$ cat config.mk
export PLATFORM = sky130hd
export DESIGN_NAME = repacketizer_framer
export DESIGN_NICKNAME = d
export VERILOG_FILES = /design/src/rtl/repacketizer_framer.sv
export SDC_FILE = /design/constraint.sdc
export NUM_CORES = 1
export LEC_CHECK = 0
export ABC_AREA = 1
export CORE_ASPECT_RATIO = 1.1
export CORE_MARGIN = 5
export CORE_UTILIZATION = 45
export DETAILED_ROUTE_END_ITERATION = 8
export PLACE_DENSITY = 0.72
export SLEW_MARGIN = 20
export SYNTH_ARGS = -nofsm -noshare
export SYNTH_HDL_FRONTEND = slang
export SYNTH_SLANG_ARGS = --single-unit
export TNS_END_PERCENT = 50
$ cat constraint.sdc
create_clock -name clk_i -period 1.85 [get_ports clk_i]
set_clock_uncertainty 0.05 [all_clocks]
set_input_delay 0.37 -clock clk_i [delete_from_list [all_inputs] [get_ports clk_i]]
set_output_delay 0.37 -clock clk_i [all_outputs]
set_load 0.1 [all_outputs]
$ cat src/rtl/repacketizer_framer.sv
// repacketizer_framer: pops a length-prefixed byte stream from a fifo and repacks it into framed words
module repacketizer_framer #(
    parameter int OUT_BYTES  = 4,
    parameter int BCNT_WIDTH = 3,
    parameter int PCNT_WIDTH = 16
) (
    input  logic                   clk_i,
    input  logic                   reset_i,
    input  logic [7:0]             fifo_data_i,
    input  logic                   fifo_empty_i,
    output logic                   fifo_rd_o,
    output logic [OUT_BYTES*8-1:0] out_data_o,
    output logic                   out_valid_o,
    input  logic                   out_ready_i,
    output logic                   out_sop_o,
    output logic                   out_eop_o,
    output logic [BCNT_WIDTH-1:0]  out_nbytes_o,
    output logic                   err_zero_len_o,
    output logic [PCNT_WIDTH-1:0]  pkt_count_o
);
    localparam int W  = OUT_BYTES * 8;
    localparam int LW = $clog2(OUT_BYTES);

    typedef enum logic {S_HDR, S_PAY} state_t;

    state_t                state_q, state_d;
    logic [7:0]            remain_q, remain_d;
    logic [LW-1:0]         lane_q, lane_d;
    logic                  first_q, first_d;
    logic [W-1:0]          acc_q, acc_d;
    logic [W-1:0]          data_q, data_d;
    logic                  valid_q, valid_d;
    logic                  sop_q, sop_d;
    logic                  eop_q, eop_d;
    logic [BCNT_WIDTH-1:0] nbytes_q, nbytes_d;
    logic                  err_q, err_d;
    logic [PCNT_WIDTH-1:0] pcnt_q, pcnt_d;
    logic                  pop, accept, close;
    logic [W-1:0]          word_n;

    // A byte is popped only when the output register is free or being drained this cycle
    assign pop    = reset_i & ~fifo_empty_i & (~valid_q | out_ready_i);
    assign accept = valid_q & out_ready_i;

    assign fifo_rd_o      = pop;
    assign out_data_o     = data_q;
    assign out_valid_o    = valid_q;
    assign out_sop_o      = sop_q;
    assign out_eop_o      = eop_q;
    assign out_nbytes_o   = nbytes_q;
    assign err_zero_len_o = err_q;
    assign pkt_count_o    = pcnt_q;

    // Next-state: header parsing, lane assembly, word close and output handshake
    always_comb begin
        word_n = acc_q;
        word_n[(OUT_BYTES - 1 - int'(lane_q)) * 8 +: 8] = fifo_data_i;
        close    = (lane_q == LW'(OUT_BYTES - 1)) || (remain_q == 8'd1);
        state_d  = state_q;
        remain_d = remain_q;
        lane_d   = lane_q;
        first_d  = first_q;
        acc_d    = acc_q;
        data_d   = data_q;
        valid_d  = accept ? 1'b0 : valid_q;
        sop_d    = sop_q;
        eop_d    = eop_q;
        nbytes_d = nbytes_q;
        err_d    = 1'b0;
        pcnt_d   = pcnt_q + PCNT_WIDTH'(accept & eop_q);
        if (pop) begin
            if (state_q == S_HDR) begin
                if (fifo_data_i == 8'd0) begin
                    err_d = 1'b1;
                end else begin
                    remain_d = fifo_data_i;
                    lane_d   = '0;
                    first_d  = 1'b1;
                    acc_d    = '0;
                    state_d  = S_PAY;
                end
            end else begin
                remain_d = remain_q - 8'd1;
                if (close) begin
                    valid_d  = 1'b1;
                    data_d   = word_n;
                    nbytes_d = BCNT_WIDTH'(lane_q) + BCNT_WIDTH'(1);
                    sop_d    = first_q;
                    eop_d    = (remain_q == 8'd1);
                    first_d  = 1'b0;
                    lane_d   = '0;
                    acc_d    = '0;
                    state_d  = (remain_q == 8'd1) ? S_HDR : S_PAY;
                end else begin
                    acc_d  = word_n;
                    lane_d = lane_q + LW'(1);
                end
            end
        end
    end

    // State register with synchronous active-low reset
    always_ff @(posedge clk_i) begin
        if (!reset_i) begin
            state_q  <= S_HDR;
            remain_q <= '0;
            lane_q   <= '0;
            first_q  <= 1'b0;
            acc_q    <= '0;
            data_q   <= '0;
            valid_q  <= 1'b0;
            sop_q    <= 1'b0;
            eop_q    <= 1'b0;
            nbytes_q <= '0;
            err_q    <= 1'b0;
            pcnt_q   <= '0;
        end else begin
            state_q  <= state_d;
            remain_q <= remain_d;
            lane_q   <= lane_d;
            first_q  <= first_d;
            acc_q    <= acc_d;
            data_q   <= data_d;
            valid_q  <= valid_d;
            sop_q    <= sop_d;
            eop_q    <= eop_d;
            nbytes_q <= nbytes_d;
            err_q    <= err_d;
            pcnt_q   <= pcnt_d;
        end
    end
endmodule
-- Word-level counts from Yosys, hierarchy flattened
Index checks and enable logic that the tools add are counted.
Widths: inputs -> output; s select.
- add/sub/neg operators: 6
- equal/unequal tests: 4
- shift operators: 2
- mux-type cells: 21
- bitwise gates (word level): 9
- reductions and logical operators: 6
- operators by type and width (operator ; count):
    $mux 32 ; 3
    $neg 6->33 ; 1
    $shift 8x33->32 const A ; 1
    $shiftx 8x33->32 ; 1
    $bwmux 32 ; 1
    $add 16x1->16 ; 1
    $mux 8 ; 2
    $mux 1 ; 12
    $eq 8x1->1 const B ; 1
    $logic_not 8->1 ; 1
    $sub 8x1->8 const B ; 1
    $mux 2 ; 3
    $reduce_and 3->1 ; 2
    $and 1x1->1 ; 4
    $not 1->1 ; 4
    $add 2x1->3 const B ; 1
    $reduce_or 3->1 ; 1
    $sub 2x2->3 const A ; 1
    $add 2x1->2 const B ; 1
    $eq 2x2->1 const B ; 1
    $ne 2x1->1 const B ; 1
    $ne 2x2->1 const B ; 1
    $reduce_and 2->1 ; 1
    $logic_or 1x1->1 ; 1
    $or 1x1->1 ; 1
- bits in registers: 99
- bits of input ports: 12
- output and inout port bits: 56
- word-level logic and storage cells: 60

-- Depth between registers and ports, before layout
Gate-level depths: netlist of the first run.
- depth after elaboration: 6
- gate-level depth with buffers: 13
- mapped depth without buffers: 13

-- Worst setup path after synthesis of the first run
OpenSTA, ideal clock, no wires.
- path kind: register to register
- start: register valid_q, in the netlist out_valid_o
- end: register acc_q[30]
- setup time: 0.071 ns
- data arrival time: 2.424 ns
- slack: -0.695 ns
- stages on the path, launching flop included: 8
- path buffers: 1
- clock period less this slack: 2.545 ns
- cells stage by stage: dfxtp_1 > nand2_1 > nand2_4 > inv_1 > nand2_2 > buf_2 > nand2_1 > a21oi_1
- word-level cells in the longest chain between the ends: 4
- RTL lines (element ; line ; text):
    from (decl) ; 32 ; logic valid_q, valid_d;
    from (signal assigned) ; 124 ; valid_q <= valid_d;
    $not 1->1 ; 42 ; assign pop = reset_i & ~fifo_empty_i & (~valid_q | out_ready_i);
    $or 1x1->1 ; 42 ;
    $and 1x1->1 ; 42 ;
    net fifo_rd_o ; 11 ; output logic fifo_rd_o,
    $reduce_and 2->1 (no line) ; n/a ;
    to (signal assigned) ; 109 ; acc_q <= '0;
    to (signal assigned) ; 122 ; acc_q <= acc_d;
    to (decl) ; 30 ; logic [W-1:0] acc_q, acc_d;
The timed path passes the listed nets, and every way through them passes these cells.
A chain may end at the register's enable or synchronous reset.

-- Worst setup path in the final report of the first run
- start: input fifo_empty_i
- end: output fifo_rd_o
- word-level cells in the longest chain between the ends: 3
- RTL lines (element ; line ; text):
    from (decl) ; 10 ; input logic fifo_empty_i,
    $not 1->1 ; 42 ;
    $and 1x1->1 (2 in a row) ; 42 ;
    to (decl) ; 11 ;
No other way between the ends.

==> results.py, run 1 <==
metrics = {
    "cts": {
        "clockBufferDepth": 2,
        "clock_sinks": 99,
        "cts.htree.levels": 3,
        "cts_hold_buffers": 0,
        "worst_skew_pair.late_latency_ns": 0.38,
        "clock_tree.root_cell": "sky130_fd_sc_hd__clkbuf_8",
        "tritoncts.num_buffers": 9,
        "cts.clk_slew.worst_paths_ns": 0.10,
        "clock_tree_from_tritoncts": "built",
    },
    "grt": {
        "overflow": 0,
        "grt_pass1_wl_um": 19800,
        "first_global_vias": 4223,
        "grt_max_degree": 55,
        "globalRouteTotalUtil_pct": 20.0,
        "antenna_found_initial": 0,
    },
    "cells_and_area": {
        "areaGrowthSynthToFinish_pct": 45.1,
        "final_layout_size_suffix_gt1_share_pct": 21.6,
        "fin_area_um2": 6490,
        "fin_nets": 758,
        "layout.core_utilization_pct": 66.3,
        "diodes": 0,
    },
    "drt": {
        "detail_route.wirelength_um": 12000,
        "drc": 0,
        "dr_total_vias": 4445,
        "detail_route.iter0.violations": 349,
        "ant_nets": 0,
        "first_pass_iters": 5,
        "route.detailed.wl_per_inst_um": 13.9,
        "viasPerCell": 5.16,
    },
    "sta": {
        "setup_slack_ns": 0.0740,
        "report.final.slew_viol_count": 0,
        "max_freq_ghz": 0.563,
        "max_slew_margin_pct": 60.6,
        "finalCritPeriodShare_pct": 96.0,
        "final.min_clock_period_ns": 1.78,
        "rsz0062_at_grt": "yes",
        "timing.final.hold_violations": 0,
        "timing.setup.tns_ns": 0,
        "setup-violations-final": 0,
        "tightestPinTransition_ns": 0.591,
    },
    "setup_path": {
        "setup.worst_path.start_class": "input port",
        "cp_slowest_stage_delay_ns": 0.46,
        "worstSetupPathType": "in -> out",
        "worst_setup_path_end_kind": "output pin",
        "crit_arrival_ns": 1.36,
        "maximum_net_fanout_on_the_critical_path": 2,
        "worstPathRequired_ns": 1.43,
        "crit_chain": "clkdlybuf4s50_1 > nor2_4 > nand2_8 > clkinvlp_4 > buf_12",
        "critical-path-slowest-cell": "sky130_fd_sc_hd__clkdlybuf4s50_1",
    },
    "job": {
        "max_cap_violations": 0,
    },
    "outcome": {
        "result_of_the_run": "finished clean",
    },
    "floorplan": {
        "die_area_um2": 12000,
        "ios": 68,
        "floorplan.die.height_um": 115,
        "die_w_um": 105,
        "coreArea_um2": 9790,
        "row_count": 38,
        "initial_utilization_pct": 45.7,
    },
    "yosys": {
        "syn_inst": 644,
        "netlist_area_um2": 4470,
        "synthesis.nets": 665,
        "syn-mean-instance-area_um2": 6.95,
        "postSynthRegisterBits": 99,
        "synth_sequential_area_ratio_pct": 44.3,
        "synth_warnings": 0,
        "cell_variety_after_synth": 27,
    },
    "worst_hold_path": {
        "holdCritPathClass": "reg -> reg",
    },
    "place": {
        "dp_hpwl_um": 8800,
        "place_ws_ns": -0.324,
        "finalWeightedCongestion": 0.879,
        "placed_inst_area_um2": 6190,
        "port_buffers": 67,
    },
    "pwr": {
        "leakage_uw": 0.00257,
        "fin_total_pwr_uw": 4250,
        "max-vdd-ir-drop_v": 0.000334,
        "power_per_cell_area_nw_per_um2": 655,
    },
}
==> stage by stage <==
stage               instances  hold slack, ns
floorplan                 644           0.386
global placement          843           0.396
detailed placement        843           0.400
CTS                       861           0.416
global route              862           0.429
finish                    862           0.414
==> cell families after synthesis <==
kind of cell / count (synthesis) / share of synthesized area [%]
xor+xnor: 2 / 0.392
fa+ha+maj: 9 / 2.52
buf+inv: 92 / 8.76
flops: 99 / 44.3
compound gates: 128 / 14.9
simple gates: 314 / 29.1
==> state kept, by name (all words and copies together) (netlist names) <==
name,cells
out_sop_o,1
remain_q,8
pkt_count_o,16
out_data_o,32
state_q,1
lane_q,2
out_eop_o,1
out_valid_o,1
err_zero_len_o,1
first_q,1
out_nbytes_o,3
acc_q,32
==> layer usage <==
metal  vias up  GRT usage [%]  share of wire, %
met5         -              0                 0
met4         0           8.10               2.1
met3        27           3.67               5.8
met2       146           33.8                48
met1      2030           25.2                44
li1       2242              -                 -
==> Yosys cell counts (all sizes together) <==
library cell  instances  share of area (%)
o21a                  1               0.17
xor2                  1               0.20
or2                   2               0.28
ha                    9                2.5
a21oi                53                5.9
nand3                25                2.8
inv                  64                5.4
o21bai                1               0.17
o21ai                57                6.4
clkbuf               14                1.2
xnor2                 1               0.20
buf                  14                2.2
o22ai                16                2.2
dfxtp                99                 44
nand4                 6               0.84
nor2                109                 10
nor3                  7               0.78
nand2               165                 14
==> placed cells by master (no fill, tap or decap), types with 9 or more instances in the layout <==
cell type	instances
sky130_fd_sc_hd__a21oi_1	53
sky130_fd_sc_hd__nor2_1	104
sky130_fd_sc_hd__buf_12	64
sky130_fd_sc_hd__dfxtp_1	87
sky130_fd_sc_hd__dfxtp_2	9
sky130_fd_sc_hd__nand2_1	158
sky130_fd_sc_hd__nand3_1	20
sky130_fd_sc_hd__inv_1	55
sky130_fd_sc_hd__clkdlybuf4s50_1	9
sky130_fd_sc_hd__o22ai_1	14
sky130_fd_sc_hd__clkbuf_8	10
sky130_fd_sc_hd__buf_4	35
sky130_fd_sc_hd__o21ai_0	52
==> worst max-delay path, delay by kind of cell <==
kind / cells / cell delay [ns]
and+or+nand+nor: 2 / 0.25
buffers and inverters: 3 / 0.72
==> where the power goes <==
part           switching, µW  internal, µW
Clock                    774           883
Combinational            273           158
Sequential              18.9          2150
Total                   1070          3190
==> final timing paths <==
| path | slack (ns) | endpoint | start | depth (start not counted) |
|---|---|---|---|---|
| worst max-delay path | 0.07 | fifo_rd_o | fifo_empty_i | 5 |
| worst min register to register | 0.41 | acc_q[25]$_SDFFE_PN0P_ | acc_q[25]$_SDFFE_PN0P_ | 2 |
| worst max register to register | 0.08 | out_data_o[0]$_SDFFE_PN0P_ | lane_q[0]$_SDFFE_PN0P_ | 8 |
| worst min-delay path | 0.41 | acc_q[25]$_SDFFE_PN0P_ | acc_q[25]$_SDFFE_PN0P_ | 2 |
==> repair_timing <==
item                                   CTS  global route
pin swaps                                0             3
setup buffers                            2             1
endpoints found under the hold margin    0             0
setup endpoints to repair                1            39
resized for setup                        3            11
==> layout make-up <==
class	count	area (µm²)
fillers	799	3300
multi-input cells	453	2190
flip-flops and latches	99	2000
repair buffers	110	1650
inverters	64	249
clock buffers	11	163
well taps	120	150
clock inverters	5	82.6
No activity file was read; power rests on OpenSTA's default activity.
==> run 2, diff against run 1 <==
--- a/config.mk
+++ b/config.mk
@@ -15,4 +15,4 @@
 export SYNTH_ARGS = -nofsm -noshare
 export SYNTH_HDL_FRONTEND = slang
 export SYNTH_SLANG_ARGS = --single-unit
-export TNS_END_PERCENT = 50
+export TNS_END_PERCENT = 20
==> run 2 against run 1 <==
  * Flip-flop and latch count unchanged
  * Critical path depth rose by 2
  * Core utilization shrank 0.52 points
  * Final cell count did not move
  * Non-clock buffer count unchanged
  * Die area unchanged
  * Worst hold slack improved by 0.0051 ns
  * Combinational power grew 1%
  * First-iteration DRC count shrank 3.2%
  * Wire length decreased by 0.52%
  * Register-to-register slack about the same
  * Clock-buffer cell count shrank 2
  * Largest power group unchanged
==> results.py, run 2 (synthesis results as in run 1) <==
metrics = {
    "cells_and_area": {
        "layout.cells.most_common": "sky130_fd_sc_hd__nand2_1",
        "mostFrequentLayoutCells": "sky130_fd_sc_hd__nand2_1, sky130_fd_sc_hd__nor2_1, sky130_fd_sc_hd__dfxtp_1",
        "fin_nets": 758,
        "final_layout_size_suffix_gt1_share_pct": 22.0,
        "areaGrowthSynthToFinish_pct": 43.9,
        "diodes": 0,
        "number_of_filler_instances_in_the_final_layout": 807,
    },
    "grt": {
        "first_global_vias": 4310,
        "antenna_found_initial": 0,
        "globalRouteTotalUtil_pct": 20.3,
        "overflow": 0,
        "grt_pass1_wl_um": 20100,
        "grt_max_degree": 55,
    },
    "sta": {
        "max_freq_ghz": 0.541,
        "max_slew_margin_pct": 59.2,
        "setup-violations-final": 0,
        "finalCritPeriodShare_pct": 99.9,
        "tightestPinTransition_ns": 0.612,
        "rsz0062_at_grt": "yes",
        "timing.final.hold_violations": 0,
        "final.min_clock_period_ns": 1.85,
        "report.final.slew_viol_count": 0,
        "timing.setup.tns_ns": 0,
    },
    "pwr": {
        "leakage_uw": 0.00253,
        "max-vdd-ir-drop_v": 0.000317,
        "power_per_cell_area_nw_per_um2": 631,
        "fin_total_pwr_uw": 4060,
    },
    "cts": {
        "tritoncts.num_buffers": 9,
        "cts.clk_slew.worst_paths_ns": 0.10,
        "clockBufferDepth": 2,
        "cts.htree.levels": 3,
        "clock_tree.root_cell": "sky130_fd_sc_hd__clkbuf_8",
        "clock_sinks": 99,
        "worst_skew_pair.late_latency_ns": 0.37,
        "clock_tree_from_tritoncts": "built",
    },
    "worst_hold_path": {
        "holdCritPathClass": "reg -> reg",
    },
    "drt": {
        "first_pass_iters": 7,
        "ant_nets": 0,
        "dr_total_vias": 4474,
        "detail_route.wirelength_um": 12000,
        "route.detailed.wl_per_inst_um": 13.9,
        "drc": 0,
        "viasPerCell": 5.19,
        "detail_route.iter0.violations": 338,
    },
    "floorplan": {
        "die_w_um": 105,
        "initial_utilization_pct": 45.7,
        "die_area_um2": 12000,
        "coreArea_um2": 9790,
        "ios": 68,
        "row_count": 38,
        "floorplan.die.height_um": 115,
    },
    "setup_path": {
        "worstPathRequired_ns": 1.43,
        "worstSetupPathType": "in -> out",
        "maximum_net_fanout_on_the_critical_path": 2,
        "worst_setup_path_end_kind": "output pin",
        "setup.worst_path.start_class": "input port",
        "crit_arrival_ns": 1.43,
        "regToRegSetupSlack_ns": 0.09,
    },
    "place": {
        "port_buffers": 67,
        "finalWeightedCongestion": 0.882,
        "dp_hpwl_um": 8740,
    },
    "job": {
        "max_cap_violations": 0,
    },
    "outcome": {
        "result_of_the_run": "finished clean",
    },
}
-- run 2: final timing paths --
path / startpoint / end / depth (start not counted)
setup reg to reg: lane_q[1]$_SDFFE_PN0P_ / out_data_o[28]$_SDFFE_PN0P_ / 7
hold / removal: acc_q[27]$_SDFFE_PN0P_ / acc_q[27]$_SDFFE_PN0P_ / 2
hold reg to reg: acc_q[27]$_SDFFE_PN0P_ / acc_q[27]$_SDFFE_PN0P_ / 2
setup / recovery: out_ready_i / fifo_rd_o / 7
-- run 2: final cells by class --
cell class	instances	area [µm²]	area share [%]
Clock buffer	9	124	1.92
Timing Repair Buffer	110	1630	25.3
Inverter	64	249	3.87
Sequential cell	99	2010	31.2
Tap cell	120	150	2.33
Clock inverter	7	82.6	1.28
Multi-Input combinational cell	453	2200	34.1
-- run 2: worst max-delay path, cell delays in order --
cell                              delay, ns
sky130_fd_sc_hd__clkdlybuf4s50_1       0.47
sky130_fd_sc_hd__inv_2                 0.05
sky130_fd_sc_hd__buf_6                 0.11
sky130_fd_sc_hd__nand2_4               0.09
sky130_fd_sc_hd__nand2_8               0.06
sky130_fd_sc_hd__clkinvlp_4            0.10
sky130_fd_sc_hd__buf_12                0.18
-- run 2: power by group --
part           total, µW  internal (µW)  switching, µW  leakage (µW)
registers           2170           2150           19.9      0.000807
logic                437            162            275       0.00162
clock network       1460            647            813     0.0000984
total               4060           2950           1110       0.00253
-- run 2: repair_timing --
item / CTS / global route
hold buffers: 0 / 0
buffers inserted: 3 / 1
pin swaps: 1 / 1
gates cloned: 0 / 0
endpoints found under the setup margin: 2 / 65
resized for setup: 2 / 17
-- run 2: stage by stage --
| stage | hold WS (ns) | std cells | util (%) | instance area [µm²] | setup slack, ns |
|---|---|---|---|---|---|
| final | 0.419 | 862 | 65.7 | 6440 | 0.00146 |
| after global routing | 0.439 | 862 | 65.7 | 6440 | -0.0414 |
| after CTS | 0.418 | 861 | 65.2 | 6380 | -0.00391 |
| after detailed placement | 0.404 | 842 | 62.8 | 6150 | -0.353 |
| after global placement | 0.396 | 842 | 62.8 | 6150 | -0.223 |
| after floorplan | 0.386 | 644 | - | 4580 | -0.0544 |
-- run 2: per-layer routing --
metal  global-route usage, %  routed length, µm
met3                    4.91                705
met1                    24.9               5190
met4                    8.18                297
met5                       0                  0
met2                    34.1               5760
==> run 3, diff against run 2 <==
--- a/config.mk
+++ b/config.mk
@@ -7,7 +7,7 @@
 export LEC_CHECK = 0
 export ABC_AREA = 1
 export CORE_ASPECT_RATIO = 1.1
-export CORE_MARGIN = 5
+export CORE_MARGIN = 2
 export CORE_UTILIZATION = 45
 export DETAILED_ROUTE_END_ITERATION = 8
 export PLACE_DENSITY = 0.72
==> run 3 against run 2 <==
  * Sequential power is essentially flat
  * Via count decreased by 1.1%
  * Power down 5.7%
  * Clock-buffer cell count increased by 2
  * Critical path depth increased by 5
  * Critical path type is now in -> reg
==> results.py, run 3 (synthesis results as in run 1) <==
metrics = {
    "place": {
        "place_ws_ns": -0.329,
        "finalWeightedCongestion": 0.903,
        "port_buffers": 67,
        "placedCellCount": 843,
        "placed_inst_area_um2": 6190,
        "dp_hpwl_um": 8520,
    },
    "grt": {
        "top_usage_layer": "met2",
        "antenna_found_initial": 0,
        "grt_use_met1_pct": 26.8,
        "grt_max_degree": 55,
        "globalRouteTotalUtil_pct": 22.1,
        "overflow": 0,
        "first_global_vias": 4228,
        "gr-usage-met3_pct": 4.33,
        "met2_track_demand_over_resource_in_global_routing_pct": 37.6,
        "grt_pass1_wl_um": 19100,
    },
    "setup_path": {
        "worstPathRequired_ns": 2.08,
        "maximum_net_fanout_on_the_critical_path": 4,
        "crit_arrival_ns": 2.06,
        "worst_setup_path_end_kind": "flop",
        "worstSetupPathType": "in -> reg",
        "setup.worst_path.start_class": "input port",
    },
    "cells_and_area": {
        "layout.cells.most_common": "sky130_fd_sc_hd__nand2_1",
        "instances_no_fill": 862,
        "fin_area_um2": 6410,
        "areaGrowthSynthToFinish_pct": 43.4,
        "diodes": 0,
        "fin_nets": 758,
        "mostFrequentLayoutCells": "sky130_fd_sc_hd__nand2_1, sky130_fd_sc_hd__nor2_1, sky130_fd_sc_hd__dfxtp_1",
        "number_of_filler_instances_in_the_final_layout": 820,
        "final_layout_size_suffix_gt1_share_pct": 21.0,
    },
    "cts": {
        "cts.clk_slew.worst_paths_ns": 0.09,
        "worst_skew_pair.late_latency_ns": 0.36,
        "cts.htree.levels": 3,
        "tritoncts.num_buffers": 9,
        "clockBufferDepth": 2,
        "clock_tree_from_tritoncts": "built",
        "clock_sinks": 99,
        "clock_tree.root_cell": "sky130_fd_sc_hd__clkbuf_8",
    },
    "sta": {
        "final.min_clock_period_ns": 1.83,
        "setup-violations-final": 0,
        "report.final.slew_viol_count": 0,
        "setup_slack_ns": 0.0224,
        "max_slew_margin_pct": 60.9,
        "rsz0062_at_grt": "yes",
        "max_freq_ghz": 0.547,
        "tightestPinTransition_ns": 0.586,
        "finalCritPeriodShare_pct": 98.8,
        "timing.final.hold_violations": 0,
    },
    "floorplan": {
        "row_count": 38,
        "die_area_um2": 10800,
        "ios": 68,
        "coreArea_um2": 9790,
        "floorplan.die.height_um": 109,
        "initial_utilization_pct": 45.7,
        "die_w_um": 99.1,
    },
    "pwr": {
        "power_per_cell_area_nw_per_um2": 597,
        "leakage_uw": 0.00252,
        "max-vdd-ir-drop_v": 0.000310,
    },
    "drt": {
        "ant_nets": 0,
        "dr_total_vias": 4427,
        "route.detailed.wl_per_inst_um": 13.4,
        "drc": 0,
        "detail_route.wirelength_um": 11500,
        "viasPerCell": 5.14,
        "detail_route.iter0.violations": 252,
        "first_pass_iters": 5,
    },
    "job": {
        "max_cap_violations": 0,
    },
    "outcome": {
        "result_of_the_run": "finished clean",
    },
    "worst_hold_path": {
        "holdCritPathClass": "reg -> reg",
    },
}
-- run 3: final cells by class --
class	instances	area, µm²	area share (%)
Sequential cell	99	2010	31.3
Tap cell	120	150	2.34
Clock buffer	11	141	2.20
Inverter	64	249	3.88
Multi-Input combinational cell	453	2180	34.1
Timing Repair Buffer	110	1650	25.8
Clock inverter	5	28.8	0.449
-- run 3: final timing paths --
path	to	cells past startpoint	start	slack [ns]
worst max-delay path	pkt_count_o[10]$_SDFF_PN0_	12	out_ready_i	0.02
worst min-delay path	acc_q[18]$_SDFFE_PN0P_	2	acc_q[18]$_SDFFE_PN0P_	0.42
worst max register to register	pkt_count_o[10]$_SDFF_PN0_	11	out_valid_o$_SDFF_PN0_	0.11
worst min register to register	acc_q[18]$_SDFFE_PN0P_	2	acc_q[18]$_SDFFE_PN0P_	0.42
-- run 3: metrics by stage --
| step | utilization [%] | power (µW) | hold WS [ns] | setup TNS, ns |
|---|---|---|---|---|
| after floorplan | - | 2470 | 0.386 | -1.58 |
| after global placement | 63.2 | 2620 | 0.396 | -10.38 |
| after detailed placement | 63.2 | 2630 | 0.402 | -13.85 |
| after CTS | 65.0 | 3860 | 0.416 | 0 |
| after global routing | 65.5 | 3990 | 0.436 | -0.107 |
| final | 65.5 | 3830 | 0.415 | 0 |
-- run 3: repair_timing --
action / CTS / global route
setup buffers: 3 / 1
hold buffers: 0 / 0
endpoints found under the setup margin: 1 / 58
pin swaps: 1 / 0
resized for setup: 1 / 17
-- run 3: worst max-delay path: stages --
cell                              delay (ns)
sky130_fd_sc_hd__clkdlybuf4s50_1        0.45
sky130_fd_sc_hd__inv_1                  0.07
sky130_fd_sc_hd__nor2_1                 0.10
sky130_fd_sc_hd__ha_2                   0.21
sky130_fd_sc_hd__ha_4                   0.13
sky130_fd_sc_hd__nand2_2                0.05
sky130_fd_sc_hd__inv_2                  0.06
sky130_fd_sc_hd__nand3_2                0.07
sky130_fd_sc_hd__inv_2                  0.08
sky130_fd_sc_hd__nand2_2                0.07
sky130_fd_sc_hd__or2_4                  0.23
sky130_fd_sc_hd__a21oi_1                0.16
-- run 3: power breakdown --
| part | total (µW) | internal, µW | switching (µW) |
|---|---|---|---|
| clock network | 1240 | 520 | 719 |
| logic | 428 | 158 | 269 |
| registers | 2160 | 2150 | 18.3 |
-- run 3: layer usage --
| layer | vias to the layer above | wire length [µm] |
|---|---|---|
| li1 | 2244 | - |
| met1 | 2001 | 4890 |
| met2 | 159 | 5620 |
| met3 | 23 | 735 |
| met4 | 0 | 277 |
| met5 | - | 0 |
